===== config.mk =====
export PLATFORM = sky130hd
export DESIGN_NAME = falling_char_pool
export DESIGN_NICKNAME = d
export VERILOG_FILES = /design/src/rtl/falling_char_pool.sv
export SDC_FILE = /design/constraint.sdc
export NUM_CORES = 1
export LEC_CHECK = 0
export ABC_AREA = 0
export ABC_CLOCK_PERIOD_IN_PS = 14050
export CAP_MARGIN = 20
export CORE_MARGIN = 8
export CORE_UTILIZATION = 60
export CTS_CLUSTER_SIZE = 28
export DETAILED_ROUTE_END_ITERATION = 16
export PLACE_DENSITY_LB_ADDON = 0.12
export SETUP_SLACK_MARGIN = 0.15
export SYNTH_ARGS = -nofsm -noshare
export SYNTH_HDL_FRONTEND = slang
export SYNTH_SLANG_ARGS = --single-unit

===== constraint.sdc =====
create_clock -name clk -period 14.05 [get_ports clk]
set_clock_uncertainty 0.05 [all_clocks]
set_input_delay 3.5125 -clock clk [delete_from_list [all_inputs] [get_ports clk]]
set_output_delay 3.5125 -clock clk [all_outputs]
set_load 0.005 [all_outputs]

===== src/rtl/falling_char_pool.sv =====
// Pool of falling characters: spawns, advances per frame, retires on hit/miss; slot read port for the renderer.
// Optional KEY_CASE_FOLD_EN folds lowercase keys to uppercase before capture.
module falling_char_pool #(
  parameter int         SLOTS  = 4,
  parameter logic [8:0] BOTTOM = 9'd464,
  parameter int         CNT_W  = 10
) (
  input  logic             clk,
  input  logic             rst,
  input  logic             frame_tick,
  input  logic             spawn_tick,
  input  logic [7:0]       gen_ch,
  input  logic [2:0]       gen_speed,
  input  logic [8:0]       gen_x,
  input  logic [9:0]       gen_y,
  input  logic             key_valid,
  input  logic [7:0]       key_ch,
  input  logic [2:0]       rd_idx,
  output logic             rd_valid,
  output logic [7:0]       rd_ch,
  output logic [8:0]       rd_x,
  output logic [9:0]       rd_y,
  output logic [CNT_W-1:0] hit_cnt,
  output logic [CNT_W-1:0] miss_cnt,
  output logic             hit_pulse,
  output logic             miss_pulse,
  output logic             mistype_pulse,
  output logic             busy
);

  typedef struct packed {
    logic       vld;
    logic [7:0] ch;
    logic [2:0] spd;
    logic [8:0] x;
    logic [9:0] y;
  } slot_t;

  typedef enum logic [1:0] {S_IDLE, S_MOVE, S_KEY, S_SPAWN} state_t;

  state_t           r_state;
  slot_t            r_slot [SLOTS];
  logic [2:0]       r_mv_idx;
  logic             r_frame_pend;
  logic             r_key_pend;
  logic             r_spawn_pend;
  logic [7:0]       r_key_ch;
  logic [CNT_W-1:0] r_hit_cnt;
  logic [CNT_W-1:0] r_miss_cnt;
  logic             r_hit_pulse;
  logic             r_miss_pulse;
  logic             r_mistype_pulse;

  logic [7:0] w_key_in;
  slot_t      w_mv_slot;
  logic [9:0] w_nx;
  logic       w_miss;
  logic       w_hit_found;
  logic [2:0] w_hit_idx;
  logic [8:0] w_best_x;
  logic       w_free_found;
  logic [2:0] w_free_idx;
  logic       w_frame_take;
  logic       w_key_take;
  logic       w_spawn_take;

`ifdef KEY_CASE_FOLD_EN
  assign w_key_in = (key_ch >= 8'd97 && key_ch <= 8'd122) ? key_ch - 8'd32 : key_ch;
`else
  assign w_key_in = key_ch;
`endif

  assign w_frame_take = (r_state == S_IDLE) && r_frame_pend;
  assign w_key_take   = (r_state == S_KEY);
  assign w_spawn_take = (r_state == S_SPAWN);

  always_comb begin
    w_mv_slot = '0;
    for (int i = 0; i < SLOTS; i++) begin
      if (r_mv_idx == 3'(i)) w_mv_slot = r_slot[i];
    end
  end

  // 10-bit sum so a row near the bottom cannot wrap back to the top
  assign w_nx   = {1'b0, w_mv_slot.x} + {7'd0, w_mv_slot.spd};
  assign w_miss = (w_nx >= {1'b0, BOTTOM});

  // Lowest character (largest row) wins; strict compare keeps the lowest index on ties
  always_comb begin
    w_hit_found = 1'b0;
    w_hit_idx   = 3'd0;
    w_best_x    = 9'd0;
    for (int i = 0; i < SLOTS; i++) begin
      if (r_slot[i].vld && r_slot[i].ch == r_key_ch &&
          (!w_hit_found || r_slot[i].x > w_best_x)) begin
        w_hit_found = 1'b1;
        w_hit_idx   = 3'(i);
        w_best_x    = r_slot[i].x;
      end
    end
  end

  always_comb begin
    w_free_found = 1'b0;
    w_free_idx   = 3'd0;
    for (int i = SLOTS - 1; i >= 0; i--) begin
      if (!r_slot[i].vld) begin
        w_free_found = 1'b1;
        w_free_idx   = 3'(i);
      end
    end
  end

  always_comb begin
    rd_valid = 1'b0;
    rd_ch    = 8'd0;
    rd_x     = 9'd0;
    rd_y     = 10'd0;
    for (int i = 0; i < SLOTS; i++) begin
      if (rd_idx == 3'(i)) begin
        rd_valid = r_slot[i].vld;
        rd_ch    = r_slot[i].ch;
        rd_x     = r_slot[i].x;
        rd_y     = r_slot[i].y;
      end
    end
  end

  always_ff @(posedge clk) begin
    if (rst) begin
      r_state         <= S_IDLE;
      r_mv_idx        <= 3'd0;
      r_frame_pend    <= 1'b0;
      r_key_pend      <= 1'b0;
      r_spawn_pend    <= 1'b0;
      r_key_ch        <= 8'd0;
      r_hit_cnt       <= '0;
      r_miss_cnt      <= '0;
      r_hit_pulse     <= 1'b0;
      r_miss_pulse    <= 1'b0;
      r_mistype_pulse <= 1'b0;
      for (int i = 0; i < SLOTS; i++) r_slot[i] <= '0;
    end else begin
      r_hit_pulse     <= 1'b0;
      r_miss_pulse    <= 1'b0;
      r_mistype_pulse <= 1'b0;

      // A tick arriving in the consume cycle keeps its flag set
      r_frame_pend <= frame_tick | (r_frame_pend & ~w_frame_take);
      r_key_pend   <= key_valid  | (r_key_pend   & ~w_key_take);
      r_spawn_pend <= spawn_tick | (r_spawn_pend & ~w_spawn_take);
      if (key_valid) r_key_ch <= w_key_in;

      case (r_state)
        S_IDLE: begin
          if (r_frame_pend) begin
            r_state  <= S_MOVE;
            r_mv_idx <= 3'd0;
          end else if (r_key_pend) begin
            r_state <= S_KEY;
          end else if (r_spawn_pend) begin
            r_state <= S_SPAWN;
          end
        end

        S_MOVE: begin
          for (int i = 0; i < SLOTS; i++) begin
            if (r_mv_idx == 3'(i) && r_slot[i].vld) begin
              if (w_miss) begin
                r_slot[i].vld <= 1'b0;
                r_miss_cnt    <= r_miss_cnt + 1'b1;
                r_miss_pulse  <= 1'b1;
              end else begin
                r_slot[i].x <= w_nx[8:0];
              end
            end
          end
          if (r_mv_idx == 3'(SLOTS - 1)) begin
            r_state <= S_IDLE;
          end else begin
            r_mv_idx <= r_mv_idx + 3'd1;
          end
        end

        S_KEY: begin
          if (w_hit_found) begin
            for (int i = 0; i < SLOTS; i++) begin
              if (w_hit_idx == 3'(i)) r_slot[i].vld <= 1'b0;
            end
            r_hit_cnt   <= r_hit_cnt + 1'b1;
            r_hit_pulse <= 1'b1;
          end else begin
            r_mistype_pulse <= 1'b1;
          end
          r_state <= S_IDLE;
        end

        S_SPAWN: begin
          if (w_free_found) begin
            for (int i = 0; i < SLOTS; i++) begin
              if (w_free_idx == 3'(i)) begin
                r_slot[i].vld <= 1'b1;
                r_slot[i].ch  <= gen_ch;
                r_slot[i].spd <= (gen_speed == 3'd0) ? 3'd1 : gen_speed;
                r_slot[i].x   <= gen_x;
                r_slot[i].y   <= gen_y;
              end
            end
          end
          r_state <= S_IDLE;
        end

        default: r_state <= S_IDLE;
      endcase
    end
  end

  assign hit_cnt       = r_hit_cnt;
  assign miss_cnt      = r_miss_cnt;
  assign hit_pulse     = r_hit_pulse;
  assign miss_pulse    = r_miss_pulse;
  assign mistype_pulse = r_mistype_pulse;
  assign busy          = (r_state != S_IDLE);

endmodule


==> flow_summary.json, run 1 <==
{
  "period_needed_ps": 9350,
  "synth.most_common_cell": "edfxtp_1",
  "clkTransAtPathRegs_ps": 70,
  "cts_setup_buffers": 0,
  "ys_seq_area_share_pct": 46.2,
  "syn_inst": 846,
  "rsz0062_at_grt": "no",
  "postSynthNetCount": 930,
  "synth_cell_types": 74,
  "ys_ff_latch": 163,
  "path_max_fanout": 21,
  "grt_pass1_wl_um": 38300,
  "crit_path_end_kind": "flop",
  "slew_viol_final": 0,
  "ctsResizeCount": 0,
  "grt_max_degree": 80,
  "reg2reg_depth": 30,
  "start_util_pct": 61.0,
  "htreeDepth": 4,
  "worst_ir_drop_vdd_v": 0.0000888,
  "clock_sinks": 163,
  "synthesis.area_mm2": 0.00923,
  "drc": 0,
  "ys_top_cells_by_area": "edfxtp_1, dfxtp_1, mux4_2, ha_1, xnor2_1",
  "antenna_cells": 0,
  "die_h_um": 140,
  "slowest_stage": "nor2_1",
  "cts_buffers": 17,
  "holdPathStages": 2,
  "drive_gt1_share_pct": 12.7,
  "synth_top_cell_by_area": "edfxtp_1",
  "drt_iter0_markers": 569,
  "rows": 45,
  "drt_wl_total_um": 24000,
  "finalSetupTns_ps": 0,
  "synth_top_area_share_pct": 32.5,
  "r2r-end": "r_slot[1][24]",
  "synth_common_cells": "edfxtp_1, nand2_1, nor2_1",
  "die_width_um": 140,
  "min_path_type": "reg2reg",
  "ctsRootBufferMaster": "clkbuf_16",
  "arrival_ps": 9470,
  "synth.avg_cell_area_um2": 10.9,
  "ioPinCount": 98,
  "outcome": "finished clean",
  "ys.warnings.count": 0,
  "fp.coreArea_mm2": 0.0151,
  "finalSetupViolations": 0,
  "final_antenna_net_count": 0,
  "grt_pass1_vias": 7182,
  "antenna_found_initial": 0,
  "cts_hold_buf": 0,
  "port-buffer-count": 97,
  "routedWlPerCell_um": 21.5,
  "holdPathEnd": "r_slot[3][9]",
  "gp_congestion": 0.967,
  "grt_util_all_layers_pct": 24.7,
  "vias": 7159,
  "post_drt_via_cell_ratio": 6.41,
  "synth_edf_count": 100,
  "first_pass_iters": 6,
  "fin_nets": 1000,
  "powerDensity_mw_per_mm2": 108,
  "crit_type": "reg2reg",
  "cap_viol_max_count": 0,
  "cts_buffer_depth": 2,
  "regToRegStartpoint": "r_key_ch[6]",
  "cpMostUsedCell": "nor2_1",
  "synth_flop_cell": "edfxtp_1",
  "hold_viol": 0,
  "p_leak_uw": 0.00393,
  "dieArea_mm2": 0.0196,
  "synthArstFlopShare_pct": 0,
  "slowest_delay_ps": 800,
  "worst_pin_slew_ps": 1040,
  "fin_hold_ws_ps": 406,
  "r2r_slack_ps": 4700,
  "dp_hpwl_um": 16800,
  "required_ps": 14170,
  "max_freq_mhz": 107,
  "crit_path_start_kind": "flop",
  "worstSkewPairLatency_ps": 440,
  "min_period_over_period_pct": 66.6,
  "relSlewSlack_pct": 30.3,
  "cts_tree": "built",
  "area_delta_synth_final_pct": 17.5,
  "grt-ovfl-total": 0,
  "hp-start": "r_slot[3][9]"
}
[cells by family after synthesis]
kind of cell	Yosys count	share of synthesized area, %
AOI/OAI and AO/OA	155	12.7
xor gates and xnor gates	47	4.46
adders and majority gates	39	5.38
buffers and inverters	86	4.30
DFF	163	46.2
muxes	63	11.0
and+or+nand+nor	293	16.0
[where the power goes]
group          switching [µW]  internal (µW)  total (µW)
Clock                     213            271         484
Combinational            78.8           70.7         150
Sequential               16.9            524         541
Total                     308            866        1170
[how the worst max path moves through the flow]
stage	start	endpoint	slack, ps	depth (start not counted)
finish	r_key_ch[6]	r_slot[1][24]	4700	30
global route	r_key_ch[5]	r_slot[1][22]	3950	30
CTS	r_key_ch[4]	r_slot[2][22]	4800	30
detailed placement	r_key_ch[6]	r_slot[1][26]	4820	30
global placement	rd_idx[1]	rd_ch[2]	4940	5
floorplan	rd_idx[0]	rd_x[0]	5470	4
[metal layers]
layer,track usage (%),share of wire (%)
met5,0,0
met4,8.63,1.7
met3,5.71,9.9
met2,39.1,47
met1,32.9,41
[critical path: cells and delay by family, from the launching register on]
kind            cells  cell delay, ps
compound gates     12            1840
xor+xnor            1             180
fa+ha+maj           3             950
buf+inv             1             570
flops               1             490
mux                 2             860
simple gates       11            4120
[sequential cells by signal, summed over array words and instances (netlist names)]
| signal | flops |
|---|---|
| hit_cnt | 10 |
| hit_pulse | 1 |
| miss_cnt | 10 |
| miss_pulse | 1 |
| mistype_pulse | 1 |
| r_frame_pend | 1 |
| r_key_ch | 8 |
| r_key_pend | 1 |
| r_mv_idx | 3 |
| r_slot | 124 |
| r_spawn_pend | 1 |
| r_state | 2 |
[cell usage in the layout, fill, tap and decap left out, drive strengths merged, types with 17 or more instances in the layout]
cell type,instances
a21oi,49
and2,23
clkbuf,17
clkdlybuf4s50,95
dfxtp,63
edfxtp,100
ha,37
inv,43
mux2,26
mux4,28
nand2,75
nand3,19
nand4,24
nor2,69
nor2b,40
o21ai,19
xnor2,37
[final cells by class]
type                    count  area (µm²)
flip-flops and latches    163        4260
clock buffers              17         425
well taps                 188         235
multi-input cells         597        4580
clock inverters            15         186
repair buffers            104        1030
fillers                  1100        4300
inverters                  33         124
[metrics by stage]
step                      std cells  power (µW)  util (%)  worst slack (ps)  cell area, µm²
after floorplan                 846         644         -              5470            9230
after global placement         1083         691      67.4              4940           10200
after detailed placement       1084         697      67.5              4820           10200
after CTS                      1116        1180      71.6              4800           10800
after global routing           1117        1210      71.6              3950           10800
final                          1117        1170      71.6              4700           10800
No activity file was read; power rests on OpenSTA's default activity.
==> inputs of run 2 (changes only) <==
--- a/config.mk
+++ b/config.mk
@@ -6,10 +6,10 @@
 export NUM_CORES = 1
 export LEC_CHECK = 0
 export ABC_AREA = 0
-export ABC_CLOCK_PERIOD_IN_PS = 14050
+export ABC_CLOCK_PERIOD_IN_PS = 7500
 export CAP_MARGIN = 20
 export CORE_MARGIN = 8
-export CORE_UTILIZATION = 60
+export CORE_UTILIZATION = 52
 export CTS_CLUSTER_SIZE = 28
 export DETAILED_ROUTE_END_ITERATION = 16
 export PLACE_DENSITY_LB_ADDON = 0.12
==> constraint.sdc (replaced) <==
create_clock -name clk -period 7.5 [get_ports clk]
set_clock_uncertainty 0.05 [all_clocks]
set_input_delay 1.875 -clock clk [delete_from_list [all_inputs] [get_ports clk]]
set_output_delay 1.875 -clock clk [all_outputs]
set_load 0.005 [all_outputs]
==> flow_summary.json, run 2 (synthesis gave the netlist of run 1 again) <==
{
  "outcome": "finished clean",
  "htreeDepth": 4,
  "post_drt_via_cell_ratio": 6.10,
  "cts_buffer_depth": 2,
  "drt_iter0_markers": 674,
  "cts_tree": "built",
  "layout.cells.non_filler": 1168,
  "crit_path_start_kind": "flop",
  "finalPower_uw": 2140,
  "dp_hpwl_um": 17900,
  "postPlaceCellArea_mm2": 0.0103,
  "finalSetupTns_ps": 0,
  "area_delta_synth_final_pct": 19.0,
  "cts_hold_buf": 0,
  "fp.coreArea_mm2": 0.0174,
  "worst_ir_drop_vdd_v": 0.000223,
  "max_freq_mhz": 146,
  "clock_sinks": 163,
  "crit_path_end_kind": "flop",
  "ioPinCount": 98,
  "gp_congestion": 0.912,
  "fin_nets": 1014,
  "grt_pass1_wl_um": 39900,
  "min_path_type": "reg2reg",
  "antenna_found_initial": 0,
  "cp_top_family": "compound AO/OA/AOI/OAI gates",
  "p_leak_uw": 0.00398,
  "grt_util_all_layers_pct": 23.1,
  "path_max_fanout": 13,
  "drt_wl_total_um": 25000,
  "crit_type": "reg2reg",
  "die_width_um": 149,
  "slew_viol_final": 0,
  "drive_gt1_share_pct": 14.0,
  "layout_common_cells": "edfxtp_1, clkdlybuf4s50_1, nand2_1",
  "cp.buffers_inverters": 4,
  "finalSetupViolations": 0,
  "arrival_ps": 7030,
  "worst_pin_slew_ps": 1030,
  "mostFrequentLayoutCell": "edfxtp_1",
  "required_ps": 7670,
  "grt-ovfl-total": 0,
  "first_pass_iters": 5,
  "die_h_um": 149,
  "largest_reg_flops": 124,
  "grt_max_degree": 79,
  "worstSkewPairLatency_ps": 430,
  "antenna_cells": 0,
  "rows": 48,
  "vias": 7129,
  "start_util_pct": 53.2,
  "hold_viol": 0,
  "slowest_delay_ps": 470,
  "finalInstanceArea_mm2": 0.0110,
  "dp.cells": 1127,
  "period_needed_ps": 6860,
  "clkTransAtPathRegs_ps": 70,
  "relSlewSlack_pct": 31.3,
  "routedWlPerCell_um": 21.4,
  "cap_viol_max_count": 0,
  "drc": 0,
  "regMostFlops": "r_slot",
  "cts_buffers": 17,
  "final_antenna_net_count": 0,
  "fin_util_pct": 63.3,
  "powerDensity_mw_per_mm2": 195,
  "rsz0062_at_grt": "no",
  "dieArea_mm2": 0.0223,
  "ctsRootBufferMaster": "clkbuf_16",
  "min_period_over_period_pct": 91.5,
  "port-buffer-count": 97,
  "slowest_stage": "dfxtp_1",
  "grt_pass1_vias": 7204
}
-- run 2: cell types whose count changed in the layout (fill, tap and decap cells not counted), sizes merged --
cell / before / now
buf: 9 / 23
inv: 43 / 40
clkbuf: 17 / 19
bufinv: 2 / 1
clkinv: 2 / 3
clkinvlp: 1 / 2
-- run 2: report_power, final --
part | internal (µW) | total, µW | switching, µW
sequential | 981 | 1010 | 31.4
clock | 464 | 845 | 381
combinational | 133 | 285 | 152
-- run 2: tightest hold or removal path: stages, from the launching register on --
cell,delay (ps)
dfxtp_1,310
nand2_1,50
a21oi_1,50
-- run 2: area by class of cell --
| class | count | area (µm²) |
|---|---|---|
| clock buffers | 19 | 433 |
| repair buffers | 118 | 1140 |
| multi-input cells | 597 | 4610 |
| well taps | 225 | 282 |
| clock inverters | 13 | 126 |
| fillers | 1356 | 6370 |
| inverters | 33 | 124 |
| flip-flops and latches | 163 | 4260 |
-- run 2: metal layers --
layer  GRT usage, %  up-vias  routed length (µm)
li1               -     3266                   -
met1           31.2     3509               10900
met2           36.1      319               11600
met3           5.64       35                2160
met4           6.71        0                 437
met5              0        -                   0
-- run 2: stage by stage --
stage               hold WS (ps)  worst slack, ps
finish                       409              639
global route                 430              133
CTS                          412              325
detailed placement           402            -74.0
global placement             389              375
floorplan                    383              830
-- run 2: final timing paths --
path	startpoint	to	slack [ps]	depth (start not counted)
setup reg to reg	r_key_ch[4]	r_slot[0][18]	640	32
hold / removal	r_slot[3][4]	r_slot[3][4]	410	2
hold reg to reg	r_slot[3][4]	r_slot[3][4]	410	2
setup / recovery	r_key_ch[4]	r_slot[0][18]	640	32
-- run 2: timing repair --
action                                  4_1_cts  5_1_grt
pin swaps                                     0        3
endpoints found under the setup margin       81       86
gates resized for setup                       2        5
buffers inserted                              0        8
hold endpoints to repair                      0        0
gates cloned                                  0        0
